===== config.mk =====
export PLATFORM = sky130hd
export DESIGN_NAME = cache_burst_controller
export DESIGN_NICKNAME = d
export VERILOG_FILES = /design/src/rtl/cache_burst_controller.sv
export SDC_FILE = /design/constraint.sdc
export NUM_CORES = 1
export LEC_CHECK = 0
export BUFFER_PORTS_ARGS = -buffer_cell sky130_fd_sc_hd__buf_2
export CAP_MARGIN = 0
export CORE_UTILIZATION = 50
export CTS_BUF_LIST = sky130_fd_sc_hd__clkbuf_2
export DETAILED_ROUTE_END_ITERATION = 8
export PLACE_DENSITY_LB_ADDON = 0.1
export SYNTH_ARGS = -nofsm -noshare
export SYNTH_HDL_FRONTEND = slang
export SYNTH_SLANG_ARGS = --single-unit

===== constraint.sdc =====
create_clock -name clk -period 1.45 [get_ports clk]
set_input_delay 0.29 -clock clk [delete_from_list [all_inputs] [get_ports clk]]
set_output_delay 0.29 -clock clk [all_outputs]
set_load 0.05 [all_outputs]

===== src/rtl/cache_burst_controller.sv =====
// Cache line burst controller. It sequences hit service, dirty write-back, line refill and the
// write-through store, with one beat counter shared by both bursts.
module cache_burst_controller #(
  parameter int BEATS         = 4,
  parameter int WRITE_THROUGH = 0,
  parameter int CW            = (BEATS > 1) ? $clog2(BEATS) : 1
) (
  input  logic          clk,
  input  logic          rst,
  input  logic          req_valid,
  input  logic          req_type,
  input  logic          hit,
  input  logic          dirty_bit,
  input  logic          ready_mem,
  input  logic          valid_mem,
  output logic          valid_cache,
  output logic          ready_cache,
  output logic          read_en_mem,
  output logic          write_en_mem,
  output logic          read_en_cache,
  output logic          write_en_cache,
  output logic          refill,
  output logic          done_cache,
  output logic [CW-1:0] beat_idx,
  output logic          busy,
  output logic [2:0]    state_dbg
);

  typedef enum logic [2:0] {
    IDLE           = 3'd0,
    COMPARE        = 3'd1,
    WRITE_BACK     = 3'd2,
    WRITE_ALLOCATE = 3'd3,
    REFILL_DONE    = 3'd4,
    WT_WRITE       = 3'd5
  } state_t;

  localparam logic [CW-1:0] LAST = CW'(BEATS - 1);
  localparam bit            WT   = (WRITE_THROUGH != 0);

  state_t        state;
  logic [CW-1:0] cnt;
  logic          req_type_q;

  assign busy      = (state != IDLE);
  assign state_dbg = state;

  // Handshake: a write-back beat moves on each cycle with ready_mem high in WRITE_BACK, and a
  // refill beat on each cycle with valid_mem high in WRITE_ALLOCATE. The strobes are registered,
  // so they describe the transfer decided in the previous cycle's state.
  always_ff @(posedge clk) begin
    if (!rst) begin
      state          <= IDLE;
      cnt            <= '0;
      req_type_q     <= 1'b0;
      valid_cache    <= 1'b0;
      ready_cache    <= 1'b0;
      read_en_mem    <= 1'b0;
      write_en_mem   <= 1'b0;
      read_en_cache  <= 1'b0;
      write_en_cache <= 1'b0;
      refill         <= 1'b0;
      done_cache     <= 1'b0;
      beat_idx       <= '0;
    end else begin
      valid_cache    <= 1'b0;
      ready_cache    <= 1'b0;
      read_en_mem    <= 1'b0;
      write_en_mem   <= 1'b0;
      read_en_cache  <= 1'b0;
      write_en_cache <= 1'b0;
      refill         <= 1'b0;
      done_cache     <= 1'b0;
      beat_idx       <= '0;
      case (state)
        IDLE: begin
          if (req_valid) begin
            req_type_q <= req_type;
            state      <= COMPARE;
          end
        end
        COMPARE: begin
          if (hit) begin
            if (!req_type_q) begin
              read_en_cache <= 1'b1;
              done_cache    <= 1'b1;
              state         <= IDLE;
            end else begin
              write_en_cache <= 1'b1;
              if (WT) begin
                state <= WT_WRITE;
              end else begin
                done_cache <= 1'b1;
                state      <= IDLE;
              end
            end
          end else begin
            cnt   <= '0;
            state <= (dirty_bit && !WT) ? WRITE_BACK : WRITE_ALLOCATE;
          end
        end
        WRITE_BACK: begin
          valid_cache   <= 1'b1;
          read_en_cache <= 1'b1;
          beat_idx      <= cnt;
          write_en_mem  <= ready_mem;
          if (ready_mem) begin
            if (cnt == LAST) begin
              cnt   <= '0;
              state <= WRITE_ALLOCATE;
            end else begin
              cnt <= cnt + CW'(1);
            end
          end
        end
        WRITE_ALLOCATE: begin
          read_en_mem    <= 1'b1;
          ready_cache    <= 1'b1;
          beat_idx       <= cnt;
          write_en_cache <= valid_mem;
          if (valid_mem) begin
            if (cnt == LAST) begin
              cnt   <= '0;
              state <= REFILL_DONE;
            end else begin
              cnt <= cnt + CW'(1);
            end
          end
        end
        REFILL_DONE: begin
          refill         <= 1'b1;
          write_en_cache <= req_type_q;
          read_en_cache  <= ~req_type_q;
          // A write-through store still has to reach memory before the request completes.
          if (WT && req_type_q) begin
            state <= WT_WRITE;
          end else begin
            done_cache <= 1'b1;
            state      <= IDLE;
          end
        end
        WT_WRITE: begin
          valid_cache  <= 1'b1;
          write_en_mem <= ready_mem;
          if (ready_mem) begin
            done_cache <= 1'b1;
            state      <= IDLE;
          end
        end
        default: state <= IDLE;
      endcase
    end
  end

endmodule

Word level (Yosys, flattened, before mapping)
Cells that the tools add are included.
Word-level totals
  output and inout port bits: 14
  input bits: 8
  bits in registers: 15
Cells by class
  bitwise gates (word level): 1
  equality and inequality tests: 13
  multiplexer cells: 26
  add/sub/neg operators: 1
  reduce and logical (&&, ||, !) cells: 10
Operator list (count)
  two-way mux 3 bit: 6
  one-hot mux 3 bit (5 select lines): 1
  inequality test 2 bit (second input constant): 7
  two-way mux 1 bit: 10
  two-way mux 2 bit: 5
  one-hot mux 1 bit (3 select lines): 3
  equality test 3 x 2 -> 1 bit (second input constant): 2
  equality test 3 bit (second input constant): 2
  one-hot mux 2 bit (3 select lines): 1
  AND reduction 2 bit: 3
  AND reduction 6 bit: 1
  nonzero test 3 bit: 2
  AND reduction 4 bit: 1
  OR reduction 2 bit: 2
  equality test 3 x 1 -> 1 bit (second input constant): 1
  zero test 3 bit: 1
  adder 2 x 1 -> 2 bit (second input constant): 1
  equality test 2 bit (second input constant): 1
  NOT 1 bit: 1

Depth between registers and ports, before layout
Gate-level depths: netlist of run 1.
  depth after elaboration: 4
  depth in mapped cells: 5
  depth with buffers taken out: 4

Worst setup path before layout of run 1
OpenSTA, ideal clock, no wires.
  path kind: register -> output
  start point: register state[0] (netlist: state_dbg[0])
  end point: output port busy
  arrival: 1.443 ns
  stages on the path, launching flop included: 3
  setup slack: -0.283 ns
  buffers on the path: 1
  path through: dfxtp_1 -> buf_2 -> or3_1
Between the ends
  longest elaborated chain between the ends: 1
Ends and longest elaborated chain
  start, declared: RTL line 41  | state_t state;
  start signal, assigned: RTL line 99  | state <= (dirty_bit && !WT) ? WRITE_BACK : WRITE_ALLOCATE;
  nonzero test 3 bit: RTL line 45  | assign busy = (state != IDLE);
  end, declared: RTL line 25  | output logic busy,
Every way passes these cells.

Worst setup path in the final report of run 1
Same ends and word-level chain as after synthesis.

==> results of run 1 <==
metal layers:
metal / track usage / vias up / wire, um
met5: 0 / - / 0
met4: 0.0938 / 0 / 36
met3: 0.0259 / 8 / 110
met2: 0.348 / 37 / 864
met1: 0.342 / 330 / 860
li1: - / 340 / -
synthesized netlist by cell type (all sizes together) (2+ instances only):
cell type and instances:
or3 3, o21ai 2, and4bb 2, nor3b 2, inv 3, nor2 6, nor4b 2, a211oi 3
dfxtp 15, a21oi 3, and3 2, nand2 5, buf 7, nor3 2, nor2b 2, mux2i 5
nand3b 3
cells by family (layout without fill, tap and decap cells):
| group | Yosys count | count (layout) | share of synthesized area |
|---|---|---|---|
| AOI/OAI and AO/OA | 15 | 15 | 0.178 |
| adders and majority gates | 1 | 1 | 0.0154 |
| buffers and inverters | 10 | 36 | 0.0860 |
| DFF | 15 | 15 | 0.369 |
| muxes | 5 | 5 | 0.0614 |
| and+or+nand+nor | 34 | 34 | 0.290 |
layout make-up:
cell class / instances / area, um^2
Multi-Input combinational cell: 55 / 460
Timing Repair Buffer: 29 / 175
Clock buffer: 3 / 15.0
Inverter: 3 / 11.3
Sequential cell: 15 / 312
Tap cell: 16 / 20.0
Fill cell: 131 / 508
Clock inverter: 1 / 5.00
power breakdown:
part	internal, mW	switching, mW	leakage, nW
registers	0.507	0.0721	0.124
clock network	0.0625	0.143	0.0164
logic	0.507	0.786	0.302
worst paths after layout:
| path | from | end | slack [ns] | cells past startpoint |
|---|---|---|---|---|
| worst min register to register | cnt[0] | beat_idx[0] | 0.48 | 2 |
| worst max register to register | state_dbg[0] | state_dbg[1] | 0.03 | 5 |
| worst max-delay path | state_dbg[0] | busy | -0.04 | 2 |
| worst min-delay path | req_type | req_type_q | 0.23 | 3 |
sequential cells by signal, summed over array words and instances (netlist names):
signal and flops:
write_en_cache 1, done_cache 1, beat_idx 2, cnt 2
valid_cache 1, read_en_mem 1, refill 1, read_en_cache 1
req_type_q 1, write_en_mem 1, state_dbg 3
timing repair:
| action | in CTS | in global routing |
|---|---|---|
| endpoints found under the hold margin | 0 | 0 |
| pin swaps | 0 | 2 |
| buffers inserted | 5 | 0 |
| gates resized for setup | 5 | 3 |
| endpoints found under the setup margin | 4 | 7 |
| cloned | 0 | 0 |
worst min-delay path, delay by kind of cell:
family	cells	cell delay [ns]
buffers and inverters	1	0.07
multiplexers	1	0.06
AND/OR/NAND/NOR	1	0.07
stage by stage:
step	hold WS, ns	utilization	TNS [ns]	total power, mW
after floorplan	0.416	-	-0.00846	1.55
after global placement	0.458	0.605	0	1.70
after detailed placement	0.466	0.605	0	1.72
after CTS	0.230	0.653	-0.0431	2.04
after global routing	0.264	0.663	-0.0775	2.17
final	0.225	0.663	-0.0369	2.08
==> impl_metrics.py, run 1 <==
metrics = {
    "floorplanning": {
        "start_util": 0.541,
        "fp.dieArea_um2": 1790,
        "row_count": 14,
        "io_pins": 22,
        "die-height_um": 42.4,
        "fp.coreArea_um2": 1510,
        "fp.dieW_um": 42.4,
    },
    "clock_network": {
        "cts_max_path_buffers": 2,
        "cts_hold_buf": 0,
        "cts-root-buf": "clkbuf_2",
        "clk_pin_slew_ns": 0.16,
        "insertion_delay_ns": 0.29,
        "htreeDepth": 1,
        "cts_tree": "built",
        "cts.sinks": 15,
        "cts_made_buffers": 3,
    },
    "critical_path": {
        "path_cells": "or3_4 > buf_6",
        "critPathLaunchType": "flip-flop",
        "endpoint_kind": "output pin",
        "crit_fanout": 2,
        "crit_family": "simple AND/OR/NAND/NOR gates",
        "path_class": "reg -> out",
        "arrival_ns": 1.20,
        "cpMaxStageDelayCell": "or3_4",
        "cp_data_required_time_ns": 1.16,
        "cp.buffers_inverters": 1,
        "slowest_delay_ns": 0.38,
    },
    "status": {
        "violations": "setup timing",
        "run_status": "complete, but fails checks",
    },
    "global_routing": {
        "grt_max_degree": 15,
        "antenna_found_initial": 0,
        "grt_pass1_vias": 628,
        "grt_usage": 0.233,
        "overflow": 0,
        "grt_pass1_wl_mm": 3.08,
    },
    "logic_synthesis": {
        "yosysWarnings": 0,
        "synth_edf_count": 0,
        "netlist_area_um2": 815,
        "async_reset_ff_frac": 0,
        "ys.flop_type": "dfxtp_1",
        "avgSynthCellArea_um2": 10.2,
        "synth_nets": 89,
        "ys_ff_latch": 15,
        "ys_types": 37,
        "synthCells": 80,
        "yosys-top-cells-area": "dfxtp_1, mux2i_1, buf_6",
        "ys_seq_area_frac": 0.369,
        "synth_top_area_cell": "dfxtp_1",
        "yosysTopAreaCellShare": 0.369,
    },
    "finish": {
        "final_cell_mix": "buf_2, dfxtp_1, buf_4",
        "fin_area_um2": 998,
        "synthToLayoutAreaGrowth_pct": 22.6,
        "fin_nets": 116,
        "drive_gt1_frac": 0.472,
        "n_antenna_cell": 0,
        "stdcell_count": 122,
        "final_common_cell": "buf_2",
    },
    "sta": {
        "fin_ws_ns": -0.0369,
        "skew_ns": 0.00538,
        "fmax_mhz": 673,
        "fin_crit_sh": 1.03,
        "fin_crit_ns": 1.49,
        "hold_viol": 0,
        "finalSetupViolCount": 1,
        "tightest_slew_ns": 0.346,
        "rsz0062_at_grt": "yes",
        "relSlewSlack": 0.768,
        "maxSlewViolCount": 0,
    },
    "pwr": {
        "ir_drop_uv": 1130,
        "p_leak_nw": 0.442,
        "power_per_cell_area_nw_per_um2": 2080,
    },
    "placement": {
        "dpl_cell_area_um2": 912,
        "place_inst": 113,
        "place_ws_ns": 0.0704,
        "gp_congestion": 0.807,
        "port_buffers": 21,
        "dp_hpwl_mm": 1.25,
    },
    "drt": {
        "wl_per_cell_um": 15.3,
        "via_per_inst": 5.86,
        "remaining_drc_errors": 0,
        "first_iter_violations": 18,
        "drt-total-wl_mm": 1.87,
        "num_vias": 715,
        "antenna_left": 0,
        "dr.pass1.iters": 4,
    },
    "worst_hold_path": {
        "hp-class": "in -> reg",
    },
    "flow_run": {
        "cap_violations": 0,
    },
}
(Power assumes the default switching activity.)
==> inputs of run 2 (changes only) <==
--- a/config.mk
+++ b/config.mk
@@ -7,7 +7,7 @@
 export LEC_CHECK = 0
 export BUFFER_PORTS_ARGS = -buffer_cell sky130_fd_sc_hd__buf_2
 export CAP_MARGIN = 0
-export CORE_UTILIZATION = 50
+export CORE_UTILIZATION = 53
 export CTS_BUF_LIST = sky130_fd_sc_hd__clkbuf_2
 export DETAILED_ROUTE_END_ITERATION = 8
 export PLACE_DENSITY_LB_ADDON = 0.1
==> run 2 against run 1 <==
Compared with the run above:
- the run still ends with setup timing left
- hold slack better by 0.0021 ns
- routed wire length down 9.1%
- global-route usage up 0.22 points
- sequential cell count unchanged
- critical endpoint unchanged
==> impl_metrics.py, run 2 (same netlist as run 1, synthesis figures left out) <==
metrics = {
    "status": {
        "run_status": "complete, but fails checks",
        "violations": "setup timing",
    },
    "floorplanning": {
        "fp.coreArea_um2": 1370,
        "start_util": 0.596,
        "die-height_um": 41.2,
        "fp.dieArea_um2": 1700,
        "io_pins": 22,
        "fp.dieW_um": 41.2,
        "row_count": 13,
    },
    "drt": {
        "highest_layer": "met4",
        "met3WireLength_um": 131,
        "num_vias": 693,
        "wl_per_cell_um": 13.9,
        "met2WireLength_um": 748,
        "remaining_drc_errors": 0,
        "dr.pass1.iters": 4,
        "drt-total-wl_mm": 1.70,
        "antenna_left": 0,
        "first_iter_violations": 11,
        "m1WireLength_um": 807,
        "via_per_inst": 5.68,
    },
    "pwr": {
        "swShare": 0.468,
        "power_mw": 2.07,
        "comb_power_share": 0.632,
        "p_switching_uw": 971,
        "clkPwrFrac": 0.102,
        "power_per_cell_area_nw_per_um2": 2070,
        "internal_power_mw": 1.10,
        "seq_power_share": 0.266,
        "p_leak_nw": 0.441,
        "ir_drop_uv": 1150,
    },
    "clock_network": {
        "cts_hold_buf": 0,
        "cts-root-buf": "clkbuf_2",
        "insertion_delay_ns": 0.29,
        "cts_max_path_buffers": 2,
        "clk_pin_slew_ns": 0.16,
        "cts_made_buffers": 3,
        "htreeDepth": 1,
        "cts.sinks": 15,
        "cts_tree": "built",
    },
    "sta": {
        "fmax_mhz": 677,
        "maxSlewViolCount": 0,
        "relSlewSlack": 0.813,
        "fin_crit_sh": 1.02,
        "fin_ws_ns": -0.0276,
        "finalSetupViolCount": 1,
        "holdWs_ns": 0.227,
        "tightest_slew_ns": 0.272,
        "hold_viol": 0,
        "skew_ns": 0.00939,
        "rsz0062_at_grt": "yes",
        "fin_crit_ns": 1.48,
    },
    "finish": {
        "final_cell_mix": "buf_2, dfxtp_1, buf_4",
        "final_common_cell": "buf_2",
        "largest_reg_flops": 3,
        "synthToLayoutAreaGrowth_pct": 22.9,
        "fill_cells": 114,
        "drive_gt1_frac": 0.477,
        "stdcell_count": 122,
        "post-route-util": 0.733,
        "n_antenna_cell": 0,
        "fin_nets": 117,
    },
    "placement": {
        "port_buffers": 21,
        "dp_hpwl_mm": 1.13,
        "place_inst": 113,
        "gp_congestion": 0.800,
    },
    "critical_path": {
        "cp_data_required_time_ns": 1.16,
        "r2r_cells": 5,
        "crit_fanout": 2,
        "endpoint_kind": "output pin",
        "path_class": "reg -> out",
        "arrival_ns": 1.19,
        "critPathLaunchType": "flip-flop",
    },
    "global_routing": {
        "grt_pass1_wl_mm": 2.53,
        "grt_max_degree": 18,
        "antenna_found_initial": 0,
        "overflow": 0,
        "grt_pass1_vias": 531,
        "grt_usage": 0.235,
    },
    "flow_run": {
        "cap_violations": 0,
    },
    "worst_hold_path": {
        "hold_depth": 3,
        "hp-class": "in -> reg",
    },
}
run 2: cell count changes in the layout (fill, tap and decap cells not counted), sizes merged:
| cell | delta |
|---|---|
| clkinv | -1 |
| clkbuf | +2 |
run 2: final cells by class:
cell class,instances,area (um^2),area share
clock buffers,4,20.0,0.0200
repair buffers,30,188,0.188
well taps,15,18.8,0.0188
multi-input cells,55,452,0.451
flip-flops and latches,15,312,0.311
inverters,3,11.3,0.0113
run 2: final timing paths:
kind                      from            to  slack, ns
setup reg to reg  state_dbg[1]  state_dbg[2]       0.05
hold / removal        req_type    req_type_q       0.23
setup / recovery  state_dbg[0]          busy      -0.03
hold reg to reg         cnt[1]        cnt[1]       0.49
run 2: what timing repair did:
item | 4_1_cts | 5_1_grt
gates resized for setup | 5 | 5
setup buffers | 5 | 0
pin swaps | 0 | 2
setup endpoints to repair | 3 | 7
endpoints found under the hold margin | 0 | 0
cloned | 0 | 0
run 2: critical path: stages, from the launching register on:
cell     delay [ns]
dfxtp_4        0.37
or3_4          0.38
buf_6          0.16
run 2: power groups by stage:
stage / logic (mW) / registers (mW) / clock network [mW]
finish: 1.31 / 0.551 / 0.212
global route: 1.41 / 0.560 / 0.230
CTS: 1.29 / 0.545 / 0.214
detailed placement: 1.03 / 0.677 / 0
global placement: 1.02 / 0.673 / 0
floorplan: 0.766 / 0.780 / 0
run 2: metal layers:
layer	up-vias	global-route usage
met4	0	0.0968
met5	-	0
met3	2	0.0326
met1	313	0.365
li1	343	-
met2	35	0.316
run 2: through the flow:
step | TNS (ns) | cell area, um^2 | setup WS, ns
floorplan | -0.00846 | 823 | -0.00846
global placement | 0 | 918 | 0.123
detailed placement | 0 | 918 | 0.0874
CTS | -0.0424 | 990 | -0.0424
global route | -0.0688 | 1000 | -0.0634
finish | -0.0276 | 1000 | -0.0276
==> inputs of run 3 (changes only) <==
--- a/config.mk
+++ b/config.mk
@@ -10,7 +10,8 @@
 export CORE_UTILIZATION = 53
 export CTS_BUF_LIST = sky130_fd_sc_hd__clkbuf_2
 export DETAILED_ROUTE_END_ITERATION = 8
-export PLACE_DENSITY_LB_ADDON = 0.1
+export PLACE_DENSITY = 0.8
+export SKIP_CTS_REPAIR_TIMING = 1
 export SYNTH_ARGS = -nofsm -noshare
 export SYNTH_HDL_FRONTEND = slang
 export SYNTH_SLANG_ARGS = --single-unit
==> run 3 against run 2 <==
Compared with the run above:
- the run still ends with setup timing left
- clock-buffer cell count unchanged
- design area decreased by 1.1%
- sequential power up 8.2%
- non-clock buffer count is the same
- core utilization down 0.82 points
- largest cell class unchanged
- final cell count unchanged
- critical endpoint unchanged
- routed wire length rose by 4.8%
- critical path depth did not move
==> impl_metrics.py, run 3 (same netlist as run 1, synthesis figures left out) <==
metrics = {
    "flow_run": {
        "cap_violations": 0,
    },
    "critical_path": {
        "crit_family": "flip-flops",
        "r2r_cells": 4,
        "r2r_slack_ns": 0.06,
        "crit_path_start": "state_dbg[0]",
        "cp.buffers_inverters": 1,
        "arrival_ns": 1.21,
        "endpoint_kind": "output pin",
        "path_class": "reg -> out",
        "critPathLaunchType": "flip-flop",
        "r2r-start": "state_dbg[2]",
        "crit_fanout": 6,
        "path_cells": "or3_4 > buf_6",
        "r2r-end": "state_dbg[2]",
        "cp_data_required_time_ns": 1.16,
        "crit_end": "busy",
        "slowest_delay_ns": 0.39,
        "cpMaxStageDelayCell": "dfxtp_4",
        "critical_path_depth": 2,
    },
    "drt": {
        "wl_per_cell_um": 14.6,
        "highest_layer": "met4",
        "antenna_left": 0,
        "via_per_inst": 5.72,
        "m1WireLength_um": 861,
        "dr.pass1.iters": 5,
        "met3WireLength_um": 111,
        "first_iter_violations": 32,
        "met2WireLength_um": 794,
        "drt-total-wl_mm": 1.78,
        "num_vias": 698,
        "remaining_drc_errors": 0,
    },
    "sta": {
        "fin_crit_ns": 1.50,
        "tightest_slew_ns": 0.385,
        "maxSlewViolCount": 0,
        "fmax_mhz": 666,
        "hold_viol": 0,
        "skew_ns": 0.00207,
        "fin_crit_sh": 1.04,
        "finalSetupTns_ns": -0.0508,
        "rsz0062_at_grt": "yes",
        "relSlewSlack": 0.742,
        "fin_ws_ns": -0.0508,
        "finalSetupViolCount": 1,
    },
    "worst_hold_path": {
        "hold_path.startpoint": "req_type",
        "hold_depth": 3,
        "hp-class": "in -> reg",
    },
    "global_routing": {
        "overflow": 0,
        "grt_pass1_vias": 545,
        "grt_max_degree": 21,
        "grt_pass1_wl_mm": 2.44,
        "grt_usage": 0.224,
        "antenna_found_initial": 0,
    },
    "clock_network": {
        "cts_tree": "built",
        "clk_pin_slew_ns": 0.13,
        "insertion_delay_ns": 0.28,
        "cts_made_buffers": 3,
        "cts.sinks": 15,
        "htreeDepth": 1,
        "cts_max_path_buffers": 2,
        "cts-root-buf": "clkbuf_2",
    },
    "finish": {
        "largest_reg_flops": 3,
        "seq_area_um2": 312,
        "synthToLayoutAreaGrowth_pct": 21.5,
        "n_antenna_cell": 0,
        "multi_input_area_um2": 449,
        "fill_cells": 112,
        "final_common_cell": "buf_2",
        "drive_gt1_frac": 0.467,
        "final_cell_mix": "buf_2, dfxtp_1, buf_4",
        "fin_nets": 117,
    },
    "floorplanning": {
        "fp.dieArea_um2": 1700,
        "start_util": 0.596,
        "die-height_um": 41.2,
        "io_pins": 22,
        "fp.dieW_um": 41.2,
        "fp.coreArea_um2": 1370,
        "row_count": 13,
    },
    "placement": {
        "port_buffers": 21,
        "dp_hpwl_mm": 1.22,
        "gp_congestion": 0.882,
    },
    "pwr": {
        "power_per_cell_area_nw_per_um2": 2070,
        "p_leak_nw": 0.441,
        "power_mw": 2.05,
        "ir_drop_uv": 1380,
    },
    "status": {
        "run_status": "complete, but fails checks",
        "violations": "setup timing",
    },
}
[run 3: changes by cell type in the layout (fill, tap and decap cells not counted), sizes merged]
cell / previous run / this run
buf: 29 / 30
clkbuf: 5 / 4
[run 3: per-stage QoR]
step,utilization,setup slack [ns],cells,hold slack [ns],instance area (um^2)
6_report,0.724,-0.0508,122,0.236,990
5_1_grt,0.724,-0.0797,122,0.249,990
4_1_cts,0.681,-0.156,116,0.236,931
3_5_place_dp,0.667,0.0695,112,0.477,911
3_3_place_gp,0.667,0.0829,112,0.458,911
2_1_floorplan,-,-0.00846,80,0.416,823
[run 3: layout make-up]
type / instances / share of cell area
multi-input cells: 55 / 0.454
flip-flops and latches: 15 / 0.315
repair buffers: 30 / 0.181
clock buffers: 4 / 0.0202
well taps: 15 / 0.0190
inverters: 3 / 0.0114
[run 3: worst min path at each step]
stage | slack, ns | to
global route | 0.25 | req_type_q
floorplan | 0.42 | write_en_cache
global placement | 0.46 | cnt[1]
CTS | 0.24 | req_type_q
detailed placement | 0.48 | cnt[1]
finish | 0.24 | req_type_q
[run 3: where the power goes]
group	switching (mW)	leakage [nW]	internal, mW
sequential	0.0885	0.124	0.507
combinational	0.755	0.300	0.497
clock	0.129	0.0166	0.0731
[run 3: worst reg2reg max path, delay by kind of cell, from the launching register on]
family / cells / cell delay [ns]
muxes: 1 / 0.22
buffers and inverters: 1 / 0.14
AOI/OAI and AO/OA: 1 / 0.30
DFF: 1 / 0.42
and+or+nand+nor: 1 / 0.25
[run 3: layer usage]
metal  up-vias  track usage
met5         -            0
met4         0       0.0645
met3         2       0.0489
met2        29        0.340
met1       320        0.316
li1        347            -
